--- config.mk ---
export PLATFORM = sky130hd
export DESIGN_NAME = tail_light_seq_flat
export DESIGN_NICKNAME = d
export VERILOG_FILES = /design/src/rtl/tail_light_pkg.sv /design/src/rtl/tail_light_seq_if.sv /design/src/rtl/step_tick_gen.sv /design/src/rtl/tail_light_seq.sv /design/src/flat_wrapper.sv
export SDC_FILE = /design/constraint.sdc
export NUM_CORES = 1
export LEC_CHECK = 0
export BUFFER_PORTS_ARGS = -buffer_cell sky130_fd_sc_hd__buf_2
export CORE_AREA = 3 3 40 42
export DETAILED_ROUTE_END_ITERATION = 12
export DIE_AREA = 0 0 43 45
export PLACE_DENSITY = 0.65
export SYNTH_ARGS = -nofsm -noshare
export SYNTH_HDL_FRONTEND = slang
export SYNTH_HIERARCHICAL = 1
export SYNTH_SLANG_ARGS = --single-unit
--- constraint.sdc ---
create_clock -name clk -period 5.1 [get_ports clk]
set_input_delay 1.275 -clock clk [delete_from_list [all_inputs] [get_ports clk]]
set_output_delay 1.275 -clock clk [all_outputs]
set_load 0.1 [all_outputs]
--- src/rtl/tail_light_pkg.sv ---
// Shared types and helpers for the tail-light sequencer.
// The bank mask is computed at a fixed wide width; callers cast it down to the bank size.
package tail_light_pkg;

  typedef enum logic [1:0] {
    IDLE  = 2'd0,
    LEFT  = 2'd1,
    RIGHT = 2'd2,
    HAZ   = 2'd3
  } mode_t;

  localparam int MAX_BANK = 32;

  // The step counter must be able to hold the value N itself, not just N-1.
  function automatic int step_width(input int n);
    return (n < 1) ? 1 : $clog2(n + 1);
  endfunction

  // Returns a mask with the k innermost lamps of a bank set.
  // Bit 0 is the innermost lamp.
  function automatic logic [MAX_BANK-1:0] bank_fill(input int k);
    if (k <= 0) begin
      return '0;
    end
    if (k >= MAX_BANK) begin
      return '1;
    end
    return (MAX_BANK'(1) << k) - MAX_BANK'(1);
  endfunction

endpackage

--- src/rtl/tail_light_seq_if.sv ---
// Driver-request and lamp-drive bundle between the debounce logic and the sequencer.
interface tail_light_seq_if #(parameter int N_PER_SIDE = 3);
  logic                    left;
  logic                    right;
  logic                    hazards;
  logic                    brake;
  logic [2*N_PER_SIDE-1:0] lights;

  modport master (output left, right, hazards, brake, input lights);
  modport slave  (input left, right, hazards, brake, output lights);
endinterface

--- src/rtl/step_tick_gen.sv ---
// Animation-rate divider: emits a one-cycle tick every STEP_DIV clocks.
// Counting restarts from zero on reset, so the first tick is STEP_DIV cycles after release.
module step_tick_gen #(
  parameter int STEP_DIV = 1
) (
  input  logic clk,
  input  logic reset,
  output logic tick
);

  localparam int CW = (STEP_DIV > 1) ? $clog2(STEP_DIV) : 1;

  logic [CW-1:0] count_reg;

  assign tick = (count_reg == CW'(STEP_DIV - 1));

  always_ff @(posedge clk or negedge reset) begin
    if (!reset) begin
      count_reg <= '0;
    end else if (tick) begin
      count_reg <= '0;
    end else begin
      count_reg <= count_reg + CW'(1);
    end
  end

endmodule

--- src/rtl/tail_light_seq.sv ---
// Tail-light sequencer: sequential turn animation, hazard flash and brake overlay
// for two banks of N_PER_SIDE lamps, stepping at the rate set by step_tick_gen.
module tail_light_seq
  import tail_light_pkg::*;
#(
  parameter int N_PER_SIDE = 3,
  parameter int STEP_DIV   = 1
) (
  input  logic             clk,
  input  logic             reset,
  tail_light_seq_if.slave  bus
);

  localparam int N  = N_PER_SIDE;
  localparam int SW = step_width(N_PER_SIDE);

  mode_t           mode_reg;
  mode_t           mode_next;
  logic [SW-1:0]   step_reg;
  logic [SW-1:0]   step_next;
  logic [2*N-1:0]  lights_reg;
  logic [2*N-1:0]  lights_next;
  logic            tick;
  logic            haz_req;
  logic [N-1:0]    full_mask;
  logic [N-1:0]    left_fill;
  logic [N-1:0]    right_gap;

  step_tick_gen #(
    .STEP_DIV (STEP_DIV)
  ) u_tick (
    .clk   (clk),
    .reset (reset),
    .tick  (tick)
  );

  assign haz_req = bus.hazards | (bus.left & bus.right);

  always_ff @(posedge clk or negedge reset) begin
    if (!reset) begin
      mode_reg   <= IDLE;
      step_reg   <= '0;
      lights_reg <= '0;
    end else begin
      mode_reg   <= mode_next;
      step_reg   <= step_next;
      lights_reg <= lights_next;
    end
  end

  // Turn sequences only start from IDLE, which forces the all-off gap between repeats.
  always_comb begin
    mode_next = mode_reg;
    step_next = step_reg;
    if (tick) begin
      unique case (mode_reg)
        IDLE: begin
          if (haz_req) begin
            mode_next = HAZ;
            step_next = '0;
          end else if (bus.left) begin
            mode_next = LEFT;
            step_next = SW'(1);
          end else if (bus.right) begin
            mode_next = RIGHT;
            step_next = SW'(1);
          end
        end
        LEFT, RIGHT: begin
          if (haz_req) begin
            mode_next = HAZ;
            step_next = '0;
          end else if (step_reg < SW'(N)) begin
            step_next = step_reg + SW'(1);
          end else begin
            mode_next = IDLE;
            step_next = '0;
          end
        end
        HAZ: begin
          mode_next = IDLE;
          step_next = '0;
        end
        default: begin
          mode_next = IDLE;
          step_next = '0;
        end
      endcase
    end
  end

  // Decode from the next state so the registered lamps line up with the state register.
  always_comb begin
    full_mask   = N'(bank_fill(N));
    left_fill   = N'(bank_fill(int'(step_next)));
    right_gap   = N'(bank_fill(N - int'(step_next)));
    lights_next = '0;
    unique case (mode_next)
      IDLE: begin
        if (bus.brake) begin
          lights_next = '1;
        end
      end
      LEFT: begin
        lights_next[2*N-1:N] = left_fill;
        if (bus.brake) begin
          lights_next[N-1:0] = full_mask;
        end
      end
      RIGHT: begin
        // The right bank's innermost lamp is its MSB, so fill from the top down.
        lights_next[N-1:0] = full_mask & ~right_gap;
        if (bus.brake) begin
          lights_next[2*N-1:N] = full_mask;
        end
      end
      HAZ: begin
        lights_next = '1;
      end
      default: begin
        lights_next = '0;
      end
    endcase
  end

  assign bus.lights = lights_reg;

endmodule
--- src/flat_wrapper.sv ---
// flat-port wrapper written by rule: the top's interface ports become plain ports
module tail_light_seq_flat import tail_light_pkg::*;
#(
  parameter int N_PER_SIDE = 3,
  parameter int STEP_DIV   = 1
)
  (clk, reset, bus_left, bus_right, bus_hazards, bus_brake, bus_lights);
  tail_light_seq_if #(.N_PER_SIDE(N_PER_SIDE)) bus_i ();
  input  logic clk;
  input  logic reset;
  input wire logic [$bits(bus_i.left)-1:0] bus_left;
  input wire logic [$bits(bus_i.right)-1:0] bus_right;
  input wire logic [$bits(bus_i.hazards)-1:0] bus_hazards;
  input wire logic [$bits(bus_i.brake)-1:0] bus_brake;
  output wire logic [$bits(bus_i.lights)-1:0] bus_lights;
  assign bus_i.left = bus_left;
  assign bus_i.right = bus_right;
  assign bus_i.hazards = bus_hazards;
  assign bus_i.brake = bus_brake;
  assign bus_lights = bus_i.lights;
  tail_light_seq #(.N_PER_SIDE(N_PER_SIDE), .STEP_DIV(STEP_DIV)) u_core (.clk(clk), .reset(reset), .bus(bus_i));
endmodule
# After elaboration in Yosys (flattened, before gate mapping)
# Cells that the tools add are included.
# word_totals
regBits,11
input_bits,6
output_inout_bits,6
wordCells,55
# op_classes
add_sub_neg,5
order_cmp,4
n_eq_ne,6
n_shift,2
n_mux,28
bitwise,3
reduce_logical,3
# op_table
op,count
>= comparator 32 x 7 -> 1 bit (second input constant),1
<= comparator 32 x 1 -> 1 bit (second input constant),1
<< shifter 1 x 32 -> 3 bit (first input constant),1
2-to-1 mux 2 bit,12
one-hot mux 6 bit (4 select lines),1
2-to-1 mux 3 bit,7
one-hot mux 2 bit (3 select lines),2
== test 2 bit (second input constant),4
2-to-1 mux 6 bit,1
subtractor 3 x 2 -> 3 bit (second input constant),2
2-to-1 mux 1 bit,5
== test 2 x 1 -> 1 bit (second input constant),2
zero test 2 bit,2
inverter 3 bit,1
<< shifter 1 x 2 -> 3 bit (first input constant),1
subtractor 2 x 2 -> 3 bit (first input constant),1
adder 2 x 1 -> 2 bit (second input constant),1
<= comparator 2 x 1 -> 1 bit (second input constant),1
less-than comparator 2 bit (second input constant),1
OR reduction 2 bit,1
adder 1 bit (second input constant),1
AND 1 bit,1
OR 1 bit,1

# Depth between registers and ports, before layout
# Gate-level depths: netlist of the first run.
# logic_depth
word_depth,13
mapped_depth,7
ltp_nobuf,7

# Modules after synthesis
# Netlist of the first run, hierarchy kept.
# by_module_without_submodules
module,instances,cells_each,area_per_inst_um2,seq_area_each_um2
tail_light_seq,1,52,554.3,250.2
step_tick_gen,1,2,11.3,0.0

# Worst setup path after synthesis of the first run
# No wires, ideal clock.
# synth_path
path_type,register to output
from,"reg u_core.lights_reg[0], in the netlist u_core/bus.lights[0]"
to,out bus_lights[0]
t_arrival_ns,0.883
required_time_ns,3.825
setup_slack_ns,2.942
stages_incl_launch_ff,1
path_buffers,0
cell_sequence,dfrtp_1
# synth_lines
element,line,rtl
"start, declared",tail_light_seq.sv:21,logic [2*N-1:0] lights_reg;
"start signal, assigned",tail_light_seq.sv:47,lights_reg <= lights_next;
"end, declared",flat_wrapper.sv:15,output wire logic [$bits(bus_i.lights)-1:0] bus_lights;
# No word-level cell between the ends.

# Worst setup path after layout of the first run
# layout_path
from,"reg u_core.lights_reg[3], in the netlist u_core/bus.lights[3]"
to,out bus_lights[3]
# No word-level cell between the ends.

==> results of run 1 <==
cell usage in the layout, fill, tap and decap left out, drive strengths merged:
master  Yosys  routed
o21ai       4       4
a211oi      2       2
o21a        2       2
conb        1       1
and4        1       1
dfrtp      10      10
ha          2       2
inv         8       8
nor3b       1       1
or2b        2       2
nor2b       1       1
a21oi       5       5
buf         1      11
nand3       2       2
and4bb      1       1
or3b        1       1
o221ai      1       1
o21bai      1       1
a41oi       2       2
a31oi       4       4
nor4b       1       1
nor2        1       1
clkbuf      0       4
stage by stage:
step | worst slack, ns | area, um2 | hold WS [ns] | cells | util (%)
6_report | 2.801 | 668.1 | 0.5992 | 83 | 52.00
5_1_grt | 2.753 | 668.1 | 0.6549 | 83 | 52.00
4_1_cts | 2.789 | 668.1 | 0.6079 | 83 | 52.00
3_5_place_dp | 2.791 | 631.9 | 0.5925 | 79 | 49.17
3_3_place_gp | 2.754 | 631.9 | 0.5903 | 79 | 49.17
2_1_floorplan | 2.942 | 565.5 | 0.5321 | 54 | -
metal layers:
metal	GRT usage [%]	vias to the layer above	wire (um)
met2	20.96	10	530
met3	8.367	0	72
li1	-	223	-
met1	17.00	206	475
met4	5.422	0	0
met5	0	-	0
cells in the mapped netlist:
master,number
inv_1,6
nor2b_1,1
inv_2,2
ha_1,2
and4_1,1
o21ai_0,4
nor2_1,1
and4bb_2,1
a211oi_1,2
o21bai_1,1
nand3_2,2
conb_1,1
buf_4,1
or2b_1,2
a21oi_2,1
a21oi_4,1
a21oi_1,3
a41oi_1,2
nor4b_2,1
nor3b_1,1
o221ai_1,1
o21a_1,2
a31oi_1,4
dfrtp_1,10
or3b_4,1
worst max-delay path by stage:
stage | start | end | slack (ns) | cells past startpoint
after global placement | bus_right | u_core/bus.lights[5] | 2.75 | 5
final | u_core/bus.lights[3] | bus_lights[3] | 2.80 | 1
after floorplan | u_core/bus.lights[0] | bus_lights[0] | 2.94 | 0
after CTS | u_core/bus.lights[3] | bus_lights[3] | 2.79 | 1
after detailed placement | bus_left | u_core/bus.lights[3] | 2.79 | 5
after global routing | u_core/bus.lights[3] | bus_lights[3] | 2.75 | 1
layout make-up:
type / instances / area (um2)
Clock buffer: 4 / 36.28
Fill cell: 125 / 616.8
Inverter: 8 / 30.03
Multi-Input combinational cell: 35 / 277.8
Sequential cell: 10 / 250.2
Tap cell: 15 / 18.77
Timing Repair Buffer: 11 / 55.05
cells by family (layout without fill, tap and decap cells):
| logic type | count (synthesis) | in the layout | synth area share, % |
|---|---|---|---|
| AO/OA/AOI/OAI | 21 | 21 | 26.33 |
| AND/OR/NAND/NOR | 11 | 11 | 17.70 |
| flip-flops | 10 | 10 | 44.25 |
| buffers and inverters | 9 | 23 | 6.638 |
| adder cells (fa/ha/maj) | 2 | 2 | 4.424 |
| other | 1 | 1 | 0.6631 |
==> flow_metrics.py, run 1 <==
metrics = {
    "synth": {
        "yosysTopAreaCell": "dfrtp_1",
        "syn_area_per_cell_um2": 10.47,
        "syn_inst": 54,
        "yosys-top-cells-area": "dfrtp_1, a31oi_1, ha_1",
        "ys_ff_latch": 10,
        "syn_nets": 62,
        "ys_warn_count": 6,
        "synth-seq-area-share_pct": 44.25,
        "synth.distinct_cells": 25,
        "syn_area_um2": 565.5,
        "synth_top_area_share_pct": 44.25,
    },
    "clock_network": {
        "hold_buffers": 0,
        "cts-resized-gates": 0,
        "clkTransAtPathRegs_ns": 0.07,
        "numClockSinks": 10,
        "ctsLongestPathBuffers": 2,
        "clock_latency_ns": 0.27,
        "cts-root-buf": "clkbuf_4",
        "h-tree-depth": 1,
        "post_cts.repair.setup_buffers": 0,
        "cts_tree": "done",
        "cts_buffers": 3,
    },
    "timing": {
        "rsz0062_at_grt": "false",
        "fmax_mhz": 434.9,
        "fin_skew_ns": 0.006087,
        "timing.final.crit_share_pct": 45.09,
        "finalCriticalPeriod_ns": 2.299,
        "tns_ns": 0,
        "finalHoldViolCount": 0,
        "drv_slew": 0,
        "setup_viol": 0,
    },
    "floorplan": {
        "row_count": 13,
        "core_region_area_um2": 1285,
        "die_w_um": 43,
        "ioPinCount": 12,
        "die_area_um2": 1935,
        "start_util_pct": 44.01,
        "dieHeight_um": 45,
    },
    "worst_hold_path": {
        "min_from": "u_core/mode_reg[0]",
        "hold_depth": 2,
        "hold_class": "reg -> reg",
        "hold_end": "u_core/mode_reg[0]",
    },
    "final_layout": {
        "area_growth_pct": 18.14,
        "largest_reg_flops": 6,
        "antenna_cells": 0,
        "nNetsFinal": 77,
        "drive_gt1_share_pct": 35.29,
    },
    "global_route": {
        "grt_max_degree": 11,
        "grt-ovfl-total": 0,
        "grt_usage_pct": 14.17,
        "antenna_found_initial": 0,
        "grt_pass1_wl_um": 1959,
        "grt_pass1_vias": 434,
    },
    "setup_path": {
        "start_kind": "flip-flop",
        "worst-path-buf-inv": 1,
        "required_ns": 3.83,
        "endpoint_kind": "primary output",
        "cp_max_fo": 1,
        "crit_type": "reg -> out",
        "worstPathCellList": "buf_2",
        "reg2reg_to": "u_core/bus.lights[2]",
        "worstRegToRegCells": 6,
        "arrival_ns": 1.02,
        "r2r_slack_ns": 3.23,
        "cp_slowest_stage_delay_ns": 0.42,
        "cp_top_family": "buffers and inverters",
        "timing.rr.start": "u_core/mode_reg[1]",
        "crit_slowest_cell": "buf_2",
    },
    "job": {
        "maxCapViolations": 0,
    },
    "placement": {
        "place_congestion": 0.7404,
        "buffer_ports.inserted": 11,
        "hpwl_um": 892.8,
    },
    "outcome": {
        "outcome": "complete, no violations",
    },
    "routing": {
        "vias": 439,
        "drc": 0,
        "vias_per_cell": 5.289,
        "drtIter0Drc": 6,
        "routed_wl_um": 1078,
        "dr.pass1.iters": 5,
        "post_drt_wl_per_cell_um": 12.99,
        "ant_nets": 0,
    },
}
Power of run 1 is not shown: default switching activity piles up to over one toggle a cycle in this logic, so the estimate is an artifact.
==> run 2: changes to the inputs <==
- clock period: 5.1 -> 2.4 ns (I/O delays scaled with it)
==> flow_metrics.py, run 2 (same netlist as run 1, synthesis figures left out) <==
metrics = {
    "outcome": {
        "outcome": "complete, no violations",
    },
    "final_layout": {
        "final_common_cell": "buf_2",
        "utilization_pct": 50.93,
        "largest_reg_flops": 6,
        "drive_gt1_share_pct": 34.33,
        "layout.cells.most_common_list": "buf_2, dfrtp_1, inv_1, o21ai_0, a31oi_1",
        "antenna_cells": 0,
        "nFillCells": 121,
        "area_growth_pct": 15.71,
        "nNetsFinal": 77,
    },
    "timing": {
        "setup_viol": 0,
        "fmax_mhz": 544.4,
        "timing.final.crit_share_pct": 76.54,
        "whs_ns": 0.1835,
        "fin_ws_ns": 0.5630,
        "tns_ns": 0,
        "finalHoldViolCount": 0,
        "rsz0062_at_grt": "false",
        "fin_skew_ns": 0.007213,
        "finalCriticalPeriod_ns": 1.837,
        "drv_slew": 0,
    },
    "setup_path": {
        "cp_max_fo": 4,
        "crit_type": "reg -> reg",
        "required_ns": 2.52,
        "endpoint_kind": "flip-flop",
        "arrival_ns": 1.95,
        "start_kind": "flip-flop",
    },
    "routing": {
        "post_drt_wl_per_cell_um": 12.49,
        "vias": 449,
        "drc": 0,
        "routed_wl_um": 1024,
        "vias_per_cell": 5.476,
        "dr.pass1.iters": 4,
        "drtIter0Drc": 8,
        "ant_nets": 0,
    },
    "worst_hold_path": {
        "hold_class": "in -> async",
    },
    "placement": {
        "hpwl_um": 817.1,
        "buffer_ports.inserted": 11,
        "post-place-ws_ns": 0.5829,
        "place_congestion": 0.7593,
    },
    "floorplan": {
        "row_count": 13,
        "die_w_um": 43,
        "die_area_um2": 1935,
        "start_util_pct": 44.01,
        "ioPinCount": 12,
        "core_region_area_um2": 1285,
        "dieHeight_um": 45,
    },
    "clock_network": {
        "ctsLongestPathBuffers": 2,
        "hold_buffers": 0,
        "cts-root-buf": "clkbuf_4",
        "cts-resized-gates": 0,
        "cts_buffers": 3,
        "h-tree-depth": 1,
        "clkTransAtPathRegs_ns": 0.06,
        "clock_latency_ns": 0.26,
        "cts_tree": "done",
        "post_cts.repair.setup_buffers": 0,
        "numClockSinks": 10,
    },
    "global_route": {
        "grt_pass1_wl_um": 1649,
        "antenna_found_initial": 0,
        "grt_max_degree": 11,
        "grt_usage_pct": 11.58,
        "grt-ovfl-total": 0,
        "grt_pass1_vias": 373,
    },
    "job": {
        "maxCapViolations": 0,
    },
}
==> run 2: area by class of cell <==
cell class	instances	area (um2)	area share [%]
clock buffer	3	22.52	3.442
timing repair buffer	11	55.05	8.413
tap	15	18.77	2.868
multi-input combinational	35	277.8	42.45
inverter	8	30.03	4.589
sequential	10	250.2	38.24
==> run 2: routing by layer <==
metal	global-route usage (%)	wire length, um
met1	15.62	510
met2	17.66	469
met3	5.179	44
met4	1.807	0
met5	0	0
==> run 2: worst paths after layout <==
kind,startpoint,to,slack (ns),cells past startpoint
min reg2reg,u_core/mode_reg[0],u_core/mode_reg[0],0.59,2
max in group asynchronous,reset,u_core/step_reg[0],2.03,1
max,u_core/mode_reg[1],u_core/bus.lights[2],0.56,6
max reg2reg,u_core/mode_reg[1],u_core/bus.lights[2],0.56,6
min in group clk,u_core/mode_reg[0],u_core/mode_reg[0],0.59,2
min,reset,u_core/bus.lights[1],0.18,1
==> run 2: critical path: stages (launching register included) <==
cell,delay (ns)
dfrtp_1,0.40
inv_1,0.06
ha_1,0.31
and4bb_2,0.24
o21a_1,0.17
o21ai_0,0.34
a41oi_1,0.17
==> run 2: stage by stage <==
| stage | area (um2) | cells |
|---|---|---|
| finish | 654.4 | 82 |
| global route | 654.4 | 82 |
| CTS | 654.4 | 82 |
| detailed placement | 631.9 | 79 |
| global placement | 631.9 | 79 |
| floorplan | 565.5 | 54 |
Power of run 2 is left out for the same reason.
